`config.mk`:
```
export PLATFORM = sky130hd
export DESIGN_NAME = alu_mul_seq_flat
export DESIGN_NICKNAME = d
export VERILOG_FILES = /design/src/rtl/alu_mul_seq_pkg.sv /design/src/rtl/alu_mul_seq_if.sv /design/src/rtl/alu_mul_seq.sv /design/src/flat_wrapper.sv
export SDC_FILE = /design/constraint.sdc
export NUM_CORES = 1
export LEC_CHECK = 0
export CAP_MARGIN = 5
export CORE_MARGIN = 2
export CORE_UTILIZATION = 40
export DETAILED_ROUTE_END_ITERATION = 10
export DONT_BUFFER_PORTS = 1
export GPL_TIMING_DRIVEN = 0
export MAX_ROUTING_LAYER = met4
export PLACE_DENSITY = 0.56
export SLEW_MARGIN = 10
export SYNTH_ARGS = -nofsm -noshare
export SYNTH_HDL_FRONTEND = slang
export SYNTH_SLANG_ARGS = --single-unit
```
`constraint.sdc`:
```
create_clock -name clk -period 1.9 [get_ports clk]
set_input_delay 0.475 -clock clk [delete_from_list [all_inputs] [get_ports clk]]
set_output_delay 0.475 -clock clk [all_outputs]
set_load 0.005 [all_outputs]
```
`src/rtl/alu_mul_seq_pkg.sv`:
```
// Shared definitions for the multiply sequencer: ALU opcodes and sequencer state encoding.
package alu_mul_seq_pkg;

  typedef enum logic [2:0] {
    ALU_ADD = 3'b000,
    ALU_SUB = 3'b001,
    ALU_AND = 3'b010,
    ALU_OR  = 3'b011,
    ALU_SLL = 3'b100,
    ALU_SRL = 3'b101,
    ALU_SRA = 3'b110
  } alu_ctl_e;

  typedef enum logic [1:0] {
    SEQ_IDLE,
    SEQ_ADD,
    SEQ_SHIFT,
    SEQ_DONE
  } seq_state_e;

endpackage

```
`src/rtl/alu_mul_seq_if.sv`:
```
// Start/result handshake plus the ALU drive/return path of the multiply sequencer.
interface alu_mul_seq_if #(parameter int WIDTH = 16);
  logic             MUL_START;
  logic [WIDTH-1:0] MUL_A;
  logic [WIDTH-1:0] MUL_B;
  logic             MUL_BUSY;
  logic             MUL_DONE;
  logic [WIDTH-1:0] MUL_P;
  logic             MUL_OVF;
  logic [WIDTH-1:0] SEQ_DA;
  logic [WIDTH-1:0] SEQ_DB;
  logic [2:0]       SEQ_CTL;
  logic [3:0]       SEQ_SHIFT;
  logic [WIDTH-1:0] SEQ_DC;

  modport master (
    output MUL_START, MUL_A, MUL_B, SEQ_DC,
    input  MUL_BUSY, MUL_DONE, MUL_P, MUL_OVF, SEQ_DA, SEQ_DB, SEQ_CTL, SEQ_SHIFT
  );

  modport slave (
    input  MUL_START, MUL_A, MUL_B, SEQ_DC,
    output MUL_BUSY, MUL_DONE, MUL_P, MUL_OVF, SEQ_DA, SEQ_DB, SEQ_CTL, SEQ_SHIFT
  );
endinterface

```
`src/rtl/alu_mul_seq.sv`:
```
// Shift-and-add multiplier that borrows the execute-stage ALU for its adds and shifts.
// Produces the low WIDTH bits of an unsigned product and flags overflow.
module alu_mul_seq
  import alu_mul_seq_pkg::*;
#(
  parameter int WIDTH      = 16,
  parameter bit EARLY_EXIT = 1'b1
) (
  input  logic         clk,
  input  logic         rst,
  alu_mul_seq_if.slave bus
);

  localparam int CNT_W = 5;

  seq_state_e       state, state_n;
  logic [WIDTH-1:0] acc, mcand, mplier, mplier_sh;
  logic [CNT_W-1:0] cnt;
  logic             ovf, last_iter;

  assign mplier_sh = mplier >> 1;
  assign last_iter = (cnt == CNT_W'(WIDTH-1)) || (EARLY_EXIT && (mplier_sh == '0));

  always_ff @(posedge clk or posedge rst) begin
    if (rst) state <= SEQ_IDLE;
    else     state <= state_n;
  end

  always_comb begin
    state_n       = state;
    bus.SEQ_DA    = '0;
    bus.SEQ_DB    = '0;
    bus.SEQ_CTL   = ALU_ADD;
    bus.SEQ_SHIFT = 4'd0;
    case (state)
      SEQ_IDLE:  if (bus.MUL_START) state_n = SEQ_ADD;
      SEQ_ADD: begin
        bus.SEQ_DA = acc;
        bus.SEQ_DB = mcand;
        state_n    = SEQ_SHIFT;
      end
      SEQ_SHIFT: begin
        bus.SEQ_DA    = mcand;
        bus.SEQ_CTL   = ALU_SLL;
        bus.SEQ_SHIFT = 4'd1;
        state_n       = last_iter ? SEQ_DONE : SEQ_ADD;
      end
      SEQ_DONE:  state_n = SEQ_IDLE;
      default:   state_n = SEQ_IDLE;
    endcase
  end

  // Overflow has two sources: a carry out of an accumulate, or a multiplicand
  // bit shifted off the top while higher multiplier bits still need it.
  always_ff @(posedge clk or posedge rst) begin
    if (rst) begin
      acc    <= '0;
      mcand  <= '0;
      mplier <= '0;
      cnt    <= '0;
      ovf    <= 1'b0;
    end else begin
      case (state)
        SEQ_IDLE: if (bus.MUL_START) begin
          mcand  <= bus.MUL_A;
          mplier <= bus.MUL_B;
          acc    <= '0;
          cnt    <= '0;
          ovf    <= 1'b0;
        end
        SEQ_ADD: if (mplier[0]) begin
          acc <= bus.SEQ_DC;
          if (bus.SEQ_DC < acc) ovf <= 1'b1;
        end
        SEQ_SHIFT: begin
          mcand  <= bus.SEQ_DC;
          mplier <= mplier_sh;
          cnt    <= cnt + CNT_W'(1);
          if (mcand[WIDTH-1] && (mplier_sh != '0)) ovf <= 1'b1;
        end
        default: ;
      endcase
    end
  end

  assign bus.MUL_BUSY = (state != SEQ_IDLE);
  assign bus.MUL_DONE = (state == SEQ_DONE);
  assign bus.MUL_P    = acc;
  assign bus.MUL_OVF  = ovf;

endmodule
```
`src/flat_wrapper.sv`:
```
// flat-port wrapper written by rule: the top's interface ports become plain ports
module alu_mul_seq_flat import alu_mul_seq_pkg::*;
#(
  parameter int WIDTH      = 16,
  parameter bit EARLY_EXIT = 1'b1
)
  (clk, rst, bus_MUL_START, bus_MUL_A, bus_MUL_B, bus_SEQ_DC, bus_MUL_BUSY, bus_MUL_DONE, bus_MUL_P, bus_MUL_OVF, bus_SEQ_DA, bus_SEQ_DB, bus_SEQ_CTL, bus_SEQ_SHIFT);
  alu_mul_seq_if #(.WIDTH(WIDTH)) bus_i ();
  input  logic clk;
  input  logic rst;
  input wire logic [$bits(bus_i.MUL_START)-1:0] bus_MUL_START;
  input wire logic [$bits(bus_i.MUL_A)-1:0] bus_MUL_A;
  input wire logic [$bits(bus_i.MUL_B)-1:0] bus_MUL_B;
  input wire logic [$bits(bus_i.SEQ_DC)-1:0] bus_SEQ_DC;
  output wire logic [$bits(bus_i.MUL_BUSY)-1:0] bus_MUL_BUSY;
  output wire logic [$bits(bus_i.MUL_DONE)-1:0] bus_MUL_DONE;
  output wire logic [$bits(bus_i.MUL_P)-1:0] bus_MUL_P;
  output wire logic [$bits(bus_i.MUL_OVF)-1:0] bus_MUL_OVF;
  output wire logic [$bits(bus_i.SEQ_DA)-1:0] bus_SEQ_DA;
  output wire logic [$bits(bus_i.SEQ_DB)-1:0] bus_SEQ_DB;
  output wire logic [$bits(bus_i.SEQ_CTL)-1:0] bus_SEQ_CTL;
  output wire logic [$bits(bus_i.SEQ_SHIFT)-1:0] bus_SEQ_SHIFT;
  assign bus_i.MUL_START = bus_MUL_START;
  assign bus_i.MUL_A = bus_MUL_A;
  assign bus_i.MUL_B = bus_MUL_B;
  assign bus_i.SEQ_DC = bus_SEQ_DC;
  assign bus_MUL_BUSY = bus_i.MUL_BUSY;
  assign bus_MUL_DONE = bus_i.MUL_DONE;
  assign bus_MUL_P = bus_i.MUL_P;
  assign bus_MUL_OVF = bus_i.MUL_OVF;
  assign bus_SEQ_DA = bus_i.SEQ_DA;
  assign bus_SEQ_DB = bus_i.SEQ_DB;
  assign bus_SEQ_CTL = bus_i.SEQ_CTL;
  assign bus_SEQ_SHIFT = bus_i.SEQ_SHIFT;
  alu_mul_seq #(.WIDTH(WIDTH), .EARLY_EXIT(EARLY_EXIT)) u_core (.clk(clk), .rst(rst), .bus(bus_i));
endmodule
```
---- Word-level counts from Yosys, hierarchy flattened ----
Cells that the tools add are included.
word-level totals
  register bits ........................... 56
cells by class
  order comparisons ....................... 1
  reductions and logical operators ........ 12
  eq/ne operators ......................... 8
  mux-type cells .......................... 21
  add/subtract/negate cells ............... 1
operator list
  cell                                                                     count
  16-bit one-hot mux with 2 select lines                                   4
  16-bit two-way mux                                                       5
  16-bit logical NOT                                                       1
  16-bit less-than comparator                                              1
  16-bit nonzero test                                                      1
  5-bit one-hot mux with 2 select lines                                    1
  2-bit one-hot mux with 4 select lines                                    1
  2-bit by 1-bit inequality test with 1-bit output, second input constant  3
  2-bit nonzero test                                                       3
  5-bit by 1-bit adder with 5-bit output, second input constant            1
  5-bit by 4-bit equality test with 1-bit output, second input constant    1
  1-bit two-way mux                                                        5
  5-bit two-way mux                                                        1
  5-bit AND reduction                                                      1
  2-bit equality test, second input constant                               2
  2-bit two-way mux                                                        2
  3-bit two-way mux                                                        1
  1-bit one-hot mux with 3 select lines                                    1
  3-bit AND reduction                                                      1
  3-bit nonzero test                                                       1
  2-bit by 1-bit equality test with 1-bit output, second input constant    1
  2-bit logical NOT                                                        1
  2-bit inequality test, second input constant                             1
  2-bit AND reduction                                                      1
  2 further kinds                                                          2

---- Depth between registers and ports, before layout ----
Gate-level depths: netlist (run 1).
  depth after elaboration ................. 4
  gate-level depth with buffers ........... 8
  depth with buffers taken out ............ 7

---- Least setup slack after synthesis (run 1) ----
No wires, ideal clock.
  kind .................................... input to register
  from .................................... input port bus_SEQ_DC[11]
  to ...................................... register u_core.ovf, in the netlist u_core.bus.MUL_OVF
  buffers on the path ..................... 0
  setup time .............................. 0.128 ns
  arrival ................................. 1.968 ns
  slack ................................... -0.196 ns
  stages on the path ...................... 6
  path through ............................ ha_1 > a21oi_2 > o21ai_1 > a2111o_1 > a221oi_2 > mux2_1
between the ends
  word-level cells in the longest chain between the ends .. 3
RTL lines
  item                                                               RTL line            text
  start: declaration                                                 flat_wrapper.sv:14  input wire logic [$bits(bus_i.SEQ_DC)-1:0] bus_SEQ_DC;
  16-bit less-than comparator                                        alu_mul_seq.sv:73   if (bus.SEQ_DC < acc) ovf <= 1'b1;
  2-bit by 1-bit inequality test with 1-bit output (no source line)  n/a
  5-bit AND reduction (no source line)                               n/a
  end signal: assignment                                             alu_mul_seq.sv:69   ovf <= 1'b0;
  end signal: assignment                                             alu_mul_seq.sv:73
  end signal: assignment                                             alu_mul_seq.sv:79   if (mcand[WIDTH-1] && (mplier_sh != '0)) ovf <= 1'b1;
  end: declaration                                                   alu_mul_seq.sv:19   logic ovf, last_iter;
Every way passes these cells.
A chain may end at the register's enable or synchronous reset.

---- Worst setup path after layout (run 1) ----
  from .................................... register u_core.acc[9], in the netlist u_core.bus.MUL_P[9]
  to ...................................... register u_core.ovf, in the netlist u_core.bus.MUL_OVF
between the ends
  word-level cells in the longest chain between the ends .. 3
RTL lines
  item                                                               RTL line           text
  start: declaration                                                 alu_mul_seq.sv:17  logic [WIDTH-1:0] acc, mcand, mplier, mplier_sh;
  start signal: assignment                                           alu_mul_seq.sv:72  acc <= bus.SEQ_DC;
  16-bit less-than comparator                                        alu_mul_seq.sv:73
  2-bit by 1-bit inequality test with 1-bit output (no source line)  n/a
  5-bit AND reduction (no source line)                               n/a
Every way passes these cells.

==> metrics.txt, run 1 <==
Worst setup startpoint=u_core.bus.MUL_P[9]; DRC Markers=0; Slowest Stage Delay on Critical Path=0.44 ns; delay-heaviest family, CP=compound AO/OA/AOI/OAI gates; RSZ-0062 raised after global routing=yes; PortBufs=0; final hold vios=0; Num Clock Sinks=56; Routed Antenna Nets=0; Final Max Slew Viols=0; crit end category=register; worst-margin pin slew=0.706 ns; Final Setup Violations=28; wire per inst=between 15 and 20 um; critical path, cell by cell=inv_1 -> ha_4 -> a21oi_2 -> o21ai_1 -> a2111o_1 -> a221oi_2 -> mux2_4; Synth Warn #=0; total gr overflow=0; core area=slightly above 8000 um2; Peak VDD IR=between 700 and 800 uV; Ports=~110; Async SR Flop Fraction=1.00; Critical Path RT=about 2.1 ns; htree depth=2; drt via density=roughly 5.6; DRT Pass-1 Iters=4; drt first-iter violations=74; Post-Layout Inst Area=about 4100 um2; area delta synth->final=25.9%; DR vias=2,692; cell taking the most area after synthesis=dfrtp_1; TritonCTS buffer count=5; largest net degree at the start of global routing=57; Cell Pwr Density=about 1700 nW/um2; DIE WIDTH=~95 um; # nets final=about 450; clock-pin transition on the worst setup and hold timing paths=about 0.1 ns; skew final=around 0.008 ns; most frequent cells after synthesis=dfrtp_1, nand2_1, o21ai_0, mux2i_1, inv_1; Critical Path Start Type=register; Reg-to-Reg Start=u_core.bus.MUL_P[9]; Yosys cell types=37; Die ar.=~9000 um2; prevailing post-synth register cell=dfrtp_1; #FFs+latches synth=56; row cnt=33; final hold slack=~0.14 ns; max cap viols=0; detailed placer's ending HPWL=between 6 and 7 mm; min cycle time layout=2.16 ns; CP arrival=2.37 ns; Clock Latency Late Sink=between 0.3 and 0.4 ns; Mapped Cells=approximately 350; worst-path maximum fanout=4; starting density of the core=0.406; Tot GR Track Use=0.203; die height=94.7 um; final WL=around 9 mm; worst relative slew slack=0.529; sequential area share after synthesis=0.426; Post-synth EDFFs=0; first-pass GRT wire length=between 10 and 15 mm; n_diodes=0; Crit path buffers/inverters=1; P_leak=around 0.0018 uW; Bufs on Longest Clock Path=2; post-synthesis average cell area=about 9.5 um2; initial antenna violation count=0; Root Driver=clkbuf_8; vias in the first global route=2,440; Synth area leaders=dfrtp_1, mux2i_1, ha_1; Yosys top cell area share=0.426; setup ws final=-0.259 ns; global placer's final weighted congestion=0.812; most common cell in the netlist=dfrtp_1; f_max=between 0.4 and 0.5 GHz; fin crit share=1.14; Synth Cell Area=~3300 um2; TritonCTS clock tree=yes; status=finished with violations; layout cells sized above 1=0.296; Cell Area, Placed=~3500 um2; CP max stage cell=dfrtp_1; failing checks=setup timing; CP Class=reg -> reg; worst hold path type=in -> async
state kept, by name, summed over array words and instances (netlist names):
register / flops
u_core.cnt: 5
u_core.bus.MUL_P: 16
u_core.bus.MUL_OVF: 1
u_core.mplier: 16
u_core.state: 2
u_core.mcand: 16
report_power, final:
| group | total (uW) | switching [uW] | leakage, uW | internal (uW) |
|---|---|---|---|---|
| Sequential | 2130 | 453 | 0.000709 | 1680 |
| Combinational | 4330 | 2150 | 0.00103 | 2170 |
| Clock | 772 | 393 | 0.0000501 | 380 |
cell type report:
type	count	area, um2
inverter	24	92.6
multi-input combinational	243	1910
clock buffer	5	68.8
clock inverter	1	30.0
buffer	26	295
timing repair buffer	23	209
sequential	56	1410
fill	786	3950
tap	105	131
stage by stage:
| stage | TNS [ns] | total power [uW] | std cells | util | setup slack [ns] |
|---|---|---|---|---|---|
| after CTS | -5.24 | 6460 | 467 | 0.470 | -0.234 |
| after global routing | -6.62 | 7760 | 483 | 0.512 | -0.334 |
| after global placement | -64.93 | 5020 | 455 | 0.428 | -0.764 |
| after floorplan | -0.108 | 4190 | 350 | - | -0.108 |
| after detailed placement | -22.59 | 5100 | 455 | 0.428 | -0.448 |
| final | -3.94 | 7230 | 483 | 0.512 | -0.259 |
cells in the final DEF, fill, tap and decap left out, types with 4 or more instances in the layout:
| cell | n |
|---|---|
| clkbuf_4 | 4 |
| clkbuf_16 | 6 |
| nand2_1 | 41 |
| ha_1 | 15 |
| mux2i_1 | 31 |
| a22oi_2 | 12 |
| ha_4 | 5 |
| o21ai_0 | 38 |
| dfrtp_1 | 53 |
| and2_1 | 5 |
| nor2b_1 | 5 |
| buf_2 | 5 |
| clkbuf_8 | 5 |
| inv_1 | 21 |
| and2_4 | 11 |
| nor2b_2 | 12 |
| conb_1 | 5 |
| buf_4 | 26 |
| nor3_1 | 4 |
| a22oi_1 | 5 |
| a22o_1 | 16 |
metal layers:
layer / wire length [um] / global-route usage
met5: 0 / -
met4: 124 / 0.0254
met3: 664 / 0.0591
met2: 4290 / 0.323
met1: 4060 / 0.266
timing repair:
item                                   4_1_cts  5_1_grt
setup endpoints to repair                   81       77
pin swaps                                    2        8
endpoints found under the hold margin        0        0
gates cloned                                 1        2
hold buffers                                 0        0
gates resized for setup                     46       74
setup buffers                                6       14
path summary, 6_finish.rpt:
path	end	slack, ns	depth (start not counted)
worst max-delay path	u_core.bus.MUL_OVF	-0.26	7
worst min-delay path	u_core.mplier[15]	0.14	1
worst max register to register	u_core.bus.MUL_OVF	-0.26	7
worst min register to register	u_core.cnt[4]	0.50	2
max in group asynchronous	u_core.bus.MUL_P[15]	1.25	1
min in group clk	u_core.bus.MUL_P[6]	0.28	1
cell families after synthesis:
family,after synthesis,synth area share
compound gates,91,0.185
simple gates,94,0.143
fa+ha+maj,21,0.0799
buf+inv,51,0.0666
flops,56,0.426
mux,32,0.0978
other cells,1,0.00114
worst register-to-register path, stage by stage (launching register included):
cell	delay [ns]
dfrtp_1	0.44
inv_1	0.11
ha_4	0.26
a21oi_2	0.11
o21ai_1	0.07
a2111o_1	0.43
a221oi_2	0.32
mux2_4	0.32
Note: power is estimated with default switching activity, not from simulation.
==> run 2: changes to the inputs <==
--- a/config.mk
+++ b/config.mk
@@ -6,8 +6,9 @@
 export NUM_CORES = 1
 export LEC_CHECK = 0
 export CAP_MARGIN = 5
-export CORE_MARGIN = 2
+export CORE_MARGIN = 5
 export CORE_UTILIZATION = 40
+export CTS_BUF_LIST = sky130_fd_sc_hd__clkbuf_4
 export DETAILED_ROUTE_END_ITERATION = 10
 export DONT_BUFFER_PORTS = 1
 export GPL_TIMING_DRIVEN = 0
==> run 2 against run 1 <==
Against the previous run:
- the run still ends with setup timing left
- non-clock buffer count shrank 2
- sequential share of layout area decreased by 0.16 points
- hold slack lost 0.092 ns
- final cell count is the same
==> metrics.txt, run 2 (synthesis gave the netlist of run 1 again) <==
met1 Usage GRT=0.242 (-0.0245); RSZ-0062 raised after global routing=yes; starting density of the core=0.406 (unchanged); Critical Path Start Type=register; critical path, cell by cell=buf_6 -> ha_4 -> clkbuf_16 -> clkbuf_16 -> a22oi_2 -> nor2b_2; setup TNS=-6.81 ns (-2.87 ns); CTS hold repair buffers=0 (unchanged); fill count=766 (-2.5%); P_leak=0.00176 uW (-2.0%); most common cell after layout, fill and taps aside=dfrtp_1; CP Class=reg -> out; most numerous cell on the critical path=clkbuf_16; crit end category=output pin; die height=101 um (+6.3%); worst relative slew slack=0.495 (-0.0339); met2 usage=0.288 (-0.0352); worst-margin pin slew=0.757 ns (+0.0508 ns); most frequent cells in the layout=dfrtp_1, nand2_1, o21ai_0; min cycle time layout=2.18 ns (+0.0171 ns); initial antenna violation count=1 (+1); Tot GR Track Use=0.188 (-0.0146); Bufs on Longest Clock Path=2 (unchanged); Final Max Slew Viols=0 (unchanged); wire per inst=20.1 um (+6.4%); DRC Markers=0 (unchanged); fin cells=483 (unchanged); detailed placer's ending HPWL=6.71 mm (+5.5%); failing checks=setup timing; first-pass GRT wire length=14.5 mm (+8.8%); Clock Latency Late Sink=0.39 ns (+0.07 ns); Ports=109 (unchanged); CP arrival=1.70 ns (-0.67 ns); Root Driver=clkbuf_4; PortBufs=0 (unchanged); layout cells sized above 1=0.310 (+0.0140); Worst setup startpoint=u_core.state[1]; DR vias=2,669 (-0.85%); # nets final=449 (-0.44%); drt first-iter violations=87 (+18%); Slowest Stage Delay on Critical Path=0.44 ns (about the same); DRT Pass-1 Iters=4 (unchanged); setup ws final=-0.276 ns (-0.0171 ns); worst-path maximum fanout=7 (+3); vias in the first global route=2,702 (+11%); Die ar.=10,100 um2 (+13%); drt via density=5.53 (-0.85%); Routed Antenna Nets=0 (unchanged); worst hold path type=in -> async; Num Clock Sinks=56 (unchanged); Final Setup Violations=43 (+54%); f_max=0.460 GHz (-0.79%); placed instance count=455 (unchanged); global placer's final weighted congestion=0.766 (-5.7%); fin crit share=1.15 (+0.00902); final WL=9.72 mm (+6.4%); htree depth=2 (unchanged); busiest grt layer=met2; area delta synth->final=27.2%; max cap viols=0 (unchanged); Layout Utilization=0.517 (+0.00510); total gr overflow=0 (unchanged); clock-pin transition on the worst setup and hold timing paths=0.17 ns (+0.07 ns); core area=8090 um2 (unchanged); TritonCTS buffer count=5 (unchanged); largest net degree at the start of global routing=57 (unchanged); final hold vios=0 (unchanged); CP max stage cell=dfrtp_1; final hold slack=0.0481 ns (-0.0918 ns); DIE WIDTH=101 um (+6.3%); Cell Pwr Density=1720 nW/um2 (-1.7%); Critical Path RT=1.42 ns (-0.69 ns); routing usage on met3=0.0540 (-0.00508); Peak VDD IR=891 uV (+18%); skew final=0.0224 ns (+0.0145 ns); TritonCTS clock tree=yes; status=finished with violations; Reg-to-Reg Start=u_core.bus.MUL_P[15]; row cnt=33 (unchanged)
-- run 2: cell types whose count changed in the layout (fill, tap and decap cells not counted), sizes merged --
cell      delta
diode        +1
bufinv       -1
buf          -5
clkinv       +1
bufbuf       +1
clkinvlp     +1
clkbuf       +2
-- run 2: final timing paths --
path / endpoint / slack [ns] / cells past startpoint
max: bus_SEQ_DA[2] / -0.28 / 6
min: u_core.bus.MUL_P[0] / 0.05 / 1
max reg2reg: u_core.bus.MUL_OVF / -0.26 / 7
min reg2reg: u_core.cnt[4] / 0.51 / 2
max in group asynchronous: u_core.bus.MUL_P[10] / 1.34 / 1
min in group clk: u_core.bus.MUL_P[5] / 0.19 / 1
-- run 2: final cells by class --
cell class,instances,area (um2),area share
Clock inverter,2,12.5,0.00299
Inverter,24,92.6,0.0221
Multi-Input combinational cell,243,1940,0.463
Antenna cell,1,2.50,0.000598
Buffer,26,300,0.0718
Sequential cell,56,1410,0.338
Clock buffer,5,37.5,0.00898
Timing Repair Buffer,21,254,0.0607
Tap cell,105,131,0.0314
-- run 2: through the flow --
stage / total power [uW] / setup slack, ns / instance area (um2)
finish: 7180 / -0.276 / 4180
global route: 7740 / -0.367 / 4180
CTS: 6310 / -0.278 / 3810
global placement: 5030 / -0.711 / 3460
floorplan: 4190 / -0.108 / 3330
detailed placement: 5100 / -0.435 / 3460
-- run 2: what timing repair did --
action | 4_1_cts | 5_1_grt
pin swaps | 3 | 14
setup buffers | 7 | 10
endpoints found under the setup margin | 81 | 81
resized for setup | 50 | 81
cloned | 2 | 2
-- run 2: routing by layer --
layer,share of wire,vias to the layer above
met5,0,-
met4,0.015,0
met3,0.083,11
met2,0.48,89
met1,0.42,1299
li1,-,1270
-- run 2: power breakdown --
| group | total, uW | switching (uW) | internal (uW) |
|---|---|---|---|
| clock network | 529 | 393 | 136 |
| logic | 4520 | 2220 | 2310 |
| registers | 2130 | 449 | 1680 |
| total | 7180 | 3060 | 4120 |
-- run 2: critical path: cells and delay by family, from the launching register on --
family                   cells  cell delay (ns)
AO/OA/AOI/OAI                1             0.18
adder cells (fa/ha/maj)      1             0.17
buffers and inverters        3             0.46
flip-flops                   1             0.44
AND/OR/NAND/NOR              1             0.07
==> run 3: changes to the inputs <==
--- a/config.mk
+++ b/config.mk
@@ -12,8 +12,9 @@
 export DETAILED_ROUTE_END_ITERATION = 10
 export DONT_BUFFER_PORTS = 1
 export GPL_TIMING_DRIVEN = 0
+export HOLD_SLACK_MARGIN = 0.1
 export MAX_ROUTING_LAYER = met4
-export PLACE_DENSITY = 0.56
+export PLACE_DENSITY = 0.57
 export SLEW_MARGIN = 10
 export SYNTH_ARGS = -nofsm -noshare
 export SYNTH_HDL_FRONTEND = slang
==> constraint.sdc (replaced) <==
create_clock -name clk -period 2.1 [get_ports clk]
set_input_delay 0.525 -clock clk [delete_from_list [all_inputs] [get_ports clk]]
set_output_delay 0.525 -clock clk [all_outputs]
set_load 0.005 [all_outputs]
==> run 3 against run 2 <==
Against the previous run:
- highest routed layer unchanged
- critical endpoint is now bus_SEQ_DA[15]
- hold slack improved by 0.20 ns
- the flow still finishes with violations (setup timing)
- global-route usage rose by 0.26 points
- count of clock-buffer cells in the layout did not move
==> metrics.txt, run 3 (synthesis gave the netlist of run 1 again) <==
CP arrival=1.73 ns (+0.03 ns); Worst Hold Path Cells=1; total gr overflow=0 (unchanged); Hold Startpoint=bus_SEQ_DC[12]; reg-to-reg slack, setup=0.01 ns (+0.27 ns); Layout Utilization=0.494 (-0.0223); Bufs on Longest Clock Path=2 (unchanged); layout cells sized above 1=0.272 (-0.0388); area delta synth->final=21.7%; drt first-iter violations=123 (+41%); f_max=roughly 0.44 GHz; worst relative slew slack=0.474 (-0.0207); Clock Latency Late Sink=0.39 ns (about the same); PortBufs=0 (unchanged); design internal power=3270 uW (-21%); worst hold path type=in -> reg; Num Clock Sinks=56 (unchanged); Switching Fraction=0.450 (+0.0245); crit end category=output pin; Reg-to-Reg Start=u_core.bus.MUL_P[15]; status=finished with violations; # nets final=443 (-1.3%); Die ar.=10,100 um2 (unchanged); DIE WIDTH=101 um (unchanged); final WL=9.42 mm (-3.1%); starting density of the core=0.406 (unchanged); Gate power share=0.592 (-0.038); Worst Reg-to-Reg Cells=7 (unchanged); skew final=0.0167 ns (-0.00572 ns); row cnt=33 (unchanged); switching pwr=2680 uW (-12%); clock power share=0.085 (+0.011); DR vias=2,650 (-0.71%); fin crit share=1.07; Root Driver=clkbuf_4; Worst R2R End=u_core.bus.MUL_OVF; RSZ-0062 raised after global routing=yes; Tot GR Track Use=0.191 (+0.00264); Routed Antenna Nets=0 (unchanged); TritonCTS clock tree=yes; Pwr Total=5960 uW (-17%); delay-heaviest family, CP=buffers and inverters; most numerous cell on the critical path=clkbuf_16; most common cell after layout, fill and taps aside=dfrtp_1; Peak VDD IR=662 uV (-26%); wire per inst=19.7 um (-1.9%); Critical Path RT=1.57 ns (+0.15 ns); Ports=109 (unchanged); htree depth=2 (unchanged); initial antenna violation count=0 (-1); P_leak=0.00170 uW (-3.5%); DRT Pass-1 Iters=4 (unchanged); CP max stage cell=dfrtp_1; max cap viols=0 (unchanged); Worst Hold End=u_core.bus.MUL_P[12]; TritonCTS buffer count=5 (unchanged); drt via density=5.56 (+0.54%); Post-Layout Inst Area=4000 um2 (-4.3%); worst-path maximum fanout=8 (+1); most frequent cells in the layout=dfrtp_1, nand2_1, o21ai_0; Crit path buffers/inverters=3 (unchanged); Cell Area, Placed=3470 um2 (about the same); Final Max Slew Viols=0 (unchanged); global placer's final weighted congestion=0.776 (+1.3%); critical path, cell by cell=inv_2 -> ha_4 -> clkbuf_16 -> clkbuf_16 -> a22oi_1 -> nor2b_2; die height=101 um (unchanged); final hold vios=0 (unchanged); worst-margin pin slew=0.788 ns (+0.0311 ns); CP Class=reg -> out; Cell Pwr Density=1490 nW/um2 (-13%); vias in the first global route=2,706 (+0.15%); detailed placer's ending HPWL=6.77 mm (+0.75%); clock-pin transition on the worst setup and hold timing paths=0.18 ns (about the same); largest net degree at the start of global routing=31 (-46%); Critical Path Start Type=register; setup ws final=-0.151 ns (+0.125 ns); min cycle time layout=between 2 and 2.5 ns; DRC Markers=0 (unchanged); first-pass GRT wire length=14.8 mm (+2.1%); Final Setup Violations=16 (-63%); core area=8090 um2 (unchanged); setup TNS=-1.94 ns (+4.87 ns); n_diodes=0 (-1); sequential fraction of design power=0.323 (+0.027); Slowest Stage Delay on Critical Path=0.45 ns (about the same); failing checks=setup timing
run 3: layer usage:
layer	track usage	part of all wire	vias to the layer above	routed length [um]
li1	-	-	1258	-
met4	0.0383	0.0099	0	93
met3	0.0547	0.083	13	781
met5	-	0	-	0
met1	0.240	0.42	1291	3960
met2	0.308	0.49	88	4580
run 3: power by group through the flow:
stage	Sequential, uW	Clock, uW	Combinational (uW)
after global placement	1890	0	2660
after detailed placement	1920	0	2710
after CTS	1900	530	3310
after global routing	1990	578	3900
after floorplan	1790	0	2000
final	1920	509	3520
run 3: final cells by class:
class                   count  area, um2
repair buffers             15        139
well taps                 105        131
flip-flops and latches     56       1410
inverters                  24       90.1
clock buffers               5       37.5
fillers                   786       4090
clock inverters             3       22.5
plain buffers              26        256
multi-input cells         243       1910
run 3: worst max path at each step:
| stage | to | start | slack (ns) | depth (start not counted) |
|---|---|---|---|---|
| 6_report | bus_SEQ_DA[15] | u_core.state[0] | -0.15 | 6 |
| 5_1_grt | bus_SEQ_DA[2] | u_core.state[0] | -0.23 | 6 |
| 4_1_cts | bus_SEQ_DA[9] | u_core.state[0] | -0.13 | 6 |
| 3_5_place_dp | bus_SEQ_DA[14] | u_core.state[0] | -0.50 | 6 |
| 3_3_place_gp | u_core.mcand[11] | rst | -0.53 | 1 |
| 2_1_floorplan | u_core.bus.MUL_OVF | bus_SEQ_DC[9] | 0.0003 | 6 |
run 3: through the flow:
stage          setup WS [ns]  hold WS, ns  cells
3_5_place_dp          -0.501        0.480    456
3_3_place_gp          -0.534        0.467    455
5_1_grt               -0.229        0.213    477
6_report              -0.151        0.244    477
4_1_cts               -0.131        0.238    474
2_1_floorplan       0.000307        0.450    350
run 3: worst reg2reg max path, cell delays in order, from the launching register on:
cell and delay (ns):
dfrtp_2 0.48, inv_1 0.11, ha_4 0.21, nand4_1 0.12, inv_1 0.05, a2111o_1 0.42, a221oi_2 0.27, mux2_1 0.34
run 3: what timing repair did:
action,in CTS,in global routing
buffers inserted,8,4
resized for setup,56,44
gates cloned,1,0
endpoints found under the hold margin,26,0
hold buffers,1,0
endpoints found under the setup margin,81,74
pin swaps,9,12
